### src/rtl/fetch_pc_sequencer_pkg.sv
// Shared definitions for the instruction-fetch sequencer: FSM state codes,
// default reset vector, sequential step and instruction width.
package fetch_pkg;

    localparam int INSTR_W = 32;

    localparam logic [1:0] FS_IDLE  = 2'd0;
    localparam logic [1:0] FS_ISSUE = 2'd1;
    localparam logic [1:0] FS_WAIT  = 2'd2;
    localparam logic [1:0] FS_DRAIN = 2'd3;

    localparam logic [31:0] RESET_VECTOR_DFLT = 32'h0000_0000;
    localparam logic [31:0] PC_STEP_DFLT      = 32'd4;

endpackage

### src/rtl/fetch_pc_sequencer_out_reg.sv
// Single-entry output register holding the fetched instruction for decode.
// Clear (flush) beats load, load beats consume.
module fetch_out_reg
    import fetch_pkg::*;
(
    input  logic               clk,
    input  logic               rst,
    input  logic               load_i,
    input  logic               consume_i,
    input  logic               clear_i,
    input  logic [INSTR_W-1:0] instr_i,
    input  logic [31:0]        pc_i,
    output logic               valid_o,
    output logic [INSTR_W-1:0] instr_o,
    output logic [31:0]        pc_o
);

    logic               valid_q, valid_d;
    logic [INSTR_W-1:0] instr_q, instr_d;
    logic [31:0]        pc_q, pc_d;

    always_comb begin
        valid_d = valid_q;
        instr_d = instr_q;
        pc_d    = pc_q;
        if (clear_i) begin
            valid_d = 1'b0;
        end else if (load_i) begin
            valid_d = 1'b1;
            instr_d = instr_i;
            pc_d    = pc_i;
        end else if (consume_i) begin
            valid_d = 1'b0;
        end
    end

    always_ff @(posedge clk or negedge rst) begin
        if (!rst) begin
            valid_q <= 1'b0;
            instr_q <= '0;
            pc_q    <= '0;
        end else begin
            valid_q <= valid_d;
            instr_q <= instr_d;
            pc_q    <= pc_d;
        end
    end

    assign valid_o = valid_q;
    assign instr_o = instr_q;
    assign pc_o    = pc_q;

endmodule

### src/rtl/fetch_pc_sequencer.sv
// Instruction-fetch sequencer: owns the pc, keeps at most one fetch in flight,
// resolves trap > redirect flushes and drops stale responses.
// Optional build macro FETCH_MISALIGN_CHK_EN adds the fetch_misaligned output.
module fetch_pc_sequencer
    import fetch_pkg::*;
#(
    parameter logic [31:0] RESET_VECTOR = RESET_VECTOR_DFLT,
    parameter logic [31:0] PC_STEP      = PC_STEP_DFLT
) (
    input  logic               clk,
    input  logic               rst,
    input  logic               stall,
    input  logic               redirect_valid,
    input  logic [31:0]        redirect_pc,
    input  logic               trap_valid,
    input  logic [31:0]        trap_vector,
    output logic               imem_req,
    output logic [31:0]        imem_addr,
    input  logic               imem_gnt,
    input  logic               imem_rvalid,
    input  logic [INSTR_W-1:0] imem_rdata,
`ifdef FETCH_MISALIGN_CHK_EN
    output logic               fetch_misaligned,
`endif
    output logic [31:0]        pc,
    output logic               instr_valid,
    output logic [INSTR_W-1:0] instr,
    output logic [31:0]        instr_pc
);

    logic [1:0]  state_q, state_d;
    logic [31:0] pc_q, pc_d;
    logic [31:0] req_pc_q, req_pc_d;
    logic        flush;
    logic [31:0] target_raw;
    logic [31:0] target;
    logic        can_accept;
    logic        consume;
    logic        fill_load;
    logic        fetch_blocked;

    assign flush      = trap_valid | redirect_valid;
    assign target_raw = trap_valid ? trap_vector : redirect_pc;
    assign can_accept = !instr_valid || !stall;
    assign consume    = instr_valid && !stall;

`ifdef FETCH_MISALIGN_CHK_EN
    logic misaligned_q;

    assign target = target_raw;

    // Latched on every flush so only an aligned target re-enables fetching.
    always_ff @(posedge clk or negedge rst) begin
        if (!rst) begin
            misaligned_q <= 1'b0;
        end else if (flush) begin
            misaligned_q <= |target_raw[1:0];
        end
    end

    assign fetch_misaligned = misaligned_q;
    assign fetch_blocked    = misaligned_q;
`else
    assign target        = target_raw & ~32'h0000_0003;
    assign fetch_blocked = 1'b0;
`endif

    always_ff @(posedge clk or negedge rst) begin
        if (!rst) begin
            state_q <= FS_IDLE;
        end else begin
            state_q <= state_d;
        end
    end

    always_comb begin
        state_d = state_q;
        case (state_q)
            FS_IDLE:  state_d = FS_ISSUE;
            FS_ISSUE: if (imem_req && imem_gnt) state_d = FS_WAIT;
            FS_WAIT: begin
                if (imem_rvalid)    state_d = FS_ISSUE;
                else if (flush)     state_d = FS_DRAIN;
            end
            // A response arriving here belongs to a flushed request.
            FS_DRAIN: if (imem_rvalid) state_d = FS_ISSUE;
            default:  state_d = FS_IDLE;
        endcase
    end

    always_comb begin
        imem_req  = 1'b0;
        fill_load = 1'b0;
        case (state_q)
            FS_ISSUE: imem_req  = can_accept && !flush && !fetch_blocked;
            FS_WAIT:  fill_load = imem_rvalid && !flush;
            default: begin
                imem_req  = 1'b0;
                fill_load = 1'b0;
            end
        endcase
    end

    always_comb begin
        pc_d     = pc_q;
        req_pc_d = req_pc_q;
        if (flush) begin
            pc_d = target;
        end else if (imem_req && imem_gnt) begin
            req_pc_d = pc_q;
            pc_d     = pc_q + PC_STEP;
        end
    end

    always_ff @(posedge clk or negedge rst) begin
        if (!rst) begin
            pc_q     <= RESET_VECTOR;
            req_pc_q <= '0;
        end else begin
            pc_q     <= pc_d;
            req_pc_q <= req_pc_d;
        end
    end

    fetch_out_reg u_out_reg (
        .clk       (clk),
        .rst       (rst),
        .load_i    (fill_load),
        .consume_i (consume),
        .clear_i   (flush),
        .instr_i   (imem_rdata),
        .pc_i      (req_pc_q),
        .valid_o   (instr_valid),
        .instr_o   (instr),
        .pc_o      (instr_pc)
    );

    assign pc        = pc_q;
    assign imem_addr = pc_q;

endmodule

### config.mk
export PLATFORM = sky130hd
export DESIGN_NAME = fetch_pc_sequencer
export DESIGN_NICKNAME = d
export VERILOG_FILES = /design/src/rtl/fetch_pc_sequencer_pkg.sv /design/src/rtl/fetch_pc_sequencer_out_reg.sv /design/src/rtl/fetch_pc_sequencer.sv
export SDC_FILE = /design/constraint.sdc
export NUM_CORES = 1
export LEC_CHECK = 0
export CORE_ASPECT_RATIO = 1.4
export CORE_MARGIN = 8
export CORE_UTILIZATION = 28
export DETAILED_ROUTE_END_ITERATION = 10
export PLACE_DENSITY = 0.6
export SLEW_MARGIN = 25
export SYNTH_ARGS = -nofsm -noshare
export SYNTH_HDL_FRONTEND = slang
export SYNTH_HIERARCHICAL = 1
export SYNTH_SLANG_ARGS = --single-unit
### constraint.sdc
create_clock -name clk -period 3.6 [get_ports clk]
set_input_delay 0.72 -clock clk [delete_from_list [all_inputs] [get_ports clk]]
set_output_delay 0.72 -clock clk [all_outputs]
set_load 0.005 [all_outputs]
==> flow_metrics.env <==
export IMPL_worstPathMaxFanout=9
export IMPL_synth_top_cell_by_area="dfrtp_1"
export IMPL_ys_warn_count=6
export IMPL_fmax_ghz=0.349
export IMPL_fin_skew_ns=0.0104
export IMPL_routedWlPerCell_um=18.8
export IMPL_grt_pass1_wl_um=32000
export IMPL_dp_cells=1068
export IMPL_io_pins=233
export IMPL_cts_buffers=17
export IMPL_finalNonFillerCells=1102
export IMPL_p_comb_share_pct=21.0
export IMPL_post_cts_setup_buffers=0
export IMPL_grtUsageMet3_pct=3.65
export IMPL_utilization_pct=41.2
export IMPL_p_per_area_mw_per_mm2=517
export IMPL_setup_slack_ns=0.734
export IMPL_p_clk_share_pct=39.9
export IMPL_tightest_slew_ns=0.718
export IMPL_slew_viol_final=0
export IMPL_period_share_pct=79.6
export IMPL_start_kind="input port"
export IMPL_reg2reg_slack_ns=1.30
export IMPL_die_area_mm2=0.0285
export IMPL_initial_utilization_pct=28.3
export IMPL_die_y_um=196
export IMPL_grt_pass1_vias=5255
export IMPL_first_pass_iters=5
export IMPL_syn_avg_cell_area_um2=11.2
export IMPL_dieWidth_um=145
export IMPL_clockRootBuffer="clkbuf_16"
export IMPL_portBuffers=224
export IMPL_grt_overflow=0
export IMPL_layout_drive_gt1_share_pct=16.5
export IMPL_antenna_found_initial=2
export IMPL_vias_per_cell=4.62
export IMPL_power_frac_seq_pct=39.1
export IMPL_p_sw_w=0.00130
export IMPL_cts_resized=0
export IMPL_ir_worst_vdd_mv=0.302
export IMPL_rsz0062_at_grt="no"
export IMPL_cts_max_level=4
export IMPL_p_int_w=0.00361
export IMPL_routabilityCongestion=0.798
export IMPL_status="finished clean"
export IMPL_num_vias=5090
export IMPL_core_area_mm2=0.0230
export IMPL_synth_edff_count=0
export IMPL_maxCapViolations=0
export IMPL_arrival_ns=2.15
export IMPL_pre_cts_slack_ns=0.742
export IMPL_synth_adder_area_share_pct=0.768
export IMPL_tns_ns=0
export IMPL_synth_xor_area_share_pct=0.941
export IMPL_syn_area_mm2=0.00651
export IMPL_drc=0
export IMPL_synth_seq_area_share_pct=48.8
export IMPL_drt_wl_total_um=20700
export IMPL_yosysUniqueCellTypes=58
export IMPL_switching_share_pct=26.6
export IMPL_path_class="input port to output pin"
export IMPL_grt_usage_pct=14.5
export IMPL_synth_top_cell_area_share_pct=48.8
export IMPL_clockBufferDepth=2
export IMPL_final_hold_viol_count=0
export IMPL_clk_pin_slew_worst_paths_ns=0.06
export IMPL_grtUsageMet2_pct=25.1
export IMPL_async_flop_share_pct=100
export IMPL_clock_latency_ns=0.42
export IMPL_power_leakage_nw=4.08
export IMPL_ys_seq_elements=127
export IMPL_syn_to_final_growth_pct=45.7
export IMPL_hp_class="input port to async pin"
export IMPL_min_period_ns=2.87
export IMPL_top_usage_layer="met2"
export IMPL_crit_path_end_kind="output pin"
export IMPL_synthMuxAreaShare_pct=15.8
export IMPL_num_rows=66
export IMPL_clkSinkCount=127
export IMPL_hold_worst_slack_ns=0.330
export IMPL_synthSimpleGateAreaFrac_pct=16.2
export IMPL_synth_area_leaders="dfrtp_1, mux2_4, nand2_1, buf_4, buf_12"
export IMPL_fin_nets=888
export IMPL_grt_max_degree=76
export IMPL_synth_ff_type="dfrtp_1"
export IMPL_nFillCells=2205
export IMPL_synth_top_family_by_area="simple AND/OR/NAND/NOR gates"
export IMPL_setup_viol=0
export IMPL_required_ns=2.88
export IMPL_ctsHoldBuffers=0
export IMPL_synth_cells=581
export IMPL_synth_compound_area_share_pct=9.39
export IMPL_cts_tree="done"
export IMPL_final_antenna_net_count=0
export IMPL_hpwlAfterDp_um=15600
export IMPL_slew_headroom_pct=52.2
export IMPL_use_met1_pct=16.8
export IMPL_drt_iter0_drc=239
## synthesized netlist by cell type (all sizes together) (2+ instances only)
master   number
nor2b         5
o22ai         8
inv          10
a31oi         4
or3           6
and3          6
buf          52
nor2         24
a2bb2oi       5
nor3b         2
mux2i         7
nor3          7
ha            4
o311ai        2
xnor2         5
nand3        10
a221o         4
and2          2
o21ai        25
nor4          6
and4          2
a221oi        2
xor2          2
clkbuf       11
a311oi        2
nand4        17
nand2       111
a21oi        22
dfrtp       127
o221ai        2
nand2b        4
mux2         65
a22oi         8
o41ai         2
## power by group through the flow
| stage | registers (W) | logic [W] | clock network, W |
|---|---|---|---|
| floorplan | 0.00189 | 0.000533 | 0 |
| global placement | 0.00194 | 0.00103 | 0 |
| detailed placement | 0.00195 | 0.00104 | 0 |
| CTS | 0.00193 | 0.00105 | 0.00201 |
| global route | 0.00196 | 0.00114 | 0.00207 |
| finish | 0.00192 | 0.00103 | 0.00196 |
## layer usage
metal / vias to the layer above / wire (um)
met2: 179 / 10800
met1: 2465 / 8510
met5: - / 0
met3: 22 / 1000
met4: 0 / 406
li1: 2424 / -
## per-stage QoR
stage / instance area (um2) / total power, W
2_1_floorplan: 6530 / 0.00242
3_3_place_gp: 8810 / 0.00296
3_5_place_dp: 8810 / 0.00299
4_1_cts: 9490 / 0.00499
5_1_grt: 9490 / 0.00518
6_report: 9490 / 0.00491
## placed cells by master (no fill, tap or decap), types with 6 or more instances in the layout
| master | synthesis | routed |
|---|---|---|
| clkdlybuf4s50_1 | 0 | 223 |
| dfrtp_1 | 127 | 127 |
| nand2_1 | 111 | 111 |
| mux2_4 | 60 | 60 |
| o21ai_0 | 24 | 24 |
| nor2_1 | 23 | 22 |
| a21oi_1 | 22 | 22 |
| clkbuf_16 | 0 | 17 |
| nand4_1 | 13 | 13 |
| buf_4 | 34 | 13 |
| inv_1 | 10 | 10 |
| o22ai_1 | 8 | 8 |
| a22oi_1 | 8 | 8 |
| nand3_1 | 7 | 7 |
| mux2i_1 | 7 | 7 |
| or3_1 | 6 | 6 |
| nor3_1 | 6 | 6 |
| conb_1 | 1 | 6 |
## layout make-up
type | instances | area [um2] | area share [%]
sequential | 127 | 3180 | 33.5
multi-input combinational | 386 | 2830 | 29.8
timing repair buffer | 239 | 2380 | 25.1
clock buffer | 23 | 498 | 5.25
tap | 306 | 383 | 4.03
clock inverter | 9 | 178 | 1.87
inverter | 10 | 37.5 | 0.395
antenna | 2 | 5.00 | 0.0527
## worst paths after layout
kind	startpoint	to	cells past startpoint
worst max-delay path	trap_valid	imem_req	5
worst min-delay path	rst	u_out_reg/pc_o[2]	1
worst max register to register	state_q[1]	imem_addr[21]	7
worst min register to register	req_pc_q[14]	req_pc_q[14]	2
max in group asynchronous	rst	u_out_reg/instr_o[1]	2
min in group clk	req_pc_q[14]	req_pc_q[14]	2
## logic make-up (layout without fill, tap and decap cells)
| group | count (synthesis) | after routing |
|---|---|---|
| flops | 127 | 127 |
| fa+ha+maj | 4 | 4 |
| other cells | 1 | 8 |
| xor+xnor | 7 | 7 |
| buf+inv | 73 | 281 |
| mux | 72 | 72 |
| compound gates | 94 | 94 |
| simple gates | 203 | 203 |
## registers in the layout, indices dropped and copies added (netlist names)
signal and cells:
req_pc_q 30, state_q 2, imem_addr 30, u_out_reg/pc_o 32, u_out_reg/instr_o 32, u_out_reg/valid_o 1
## critical path, stage by stage
cell and delay [ns]:
clkdlybuf4s50_1 0.44, nor2_1 0.11, buf_4 0.17, and3_1 0.18
clkdlybuf4s50_1 0.52
Power figures use the tool's default switching activity.
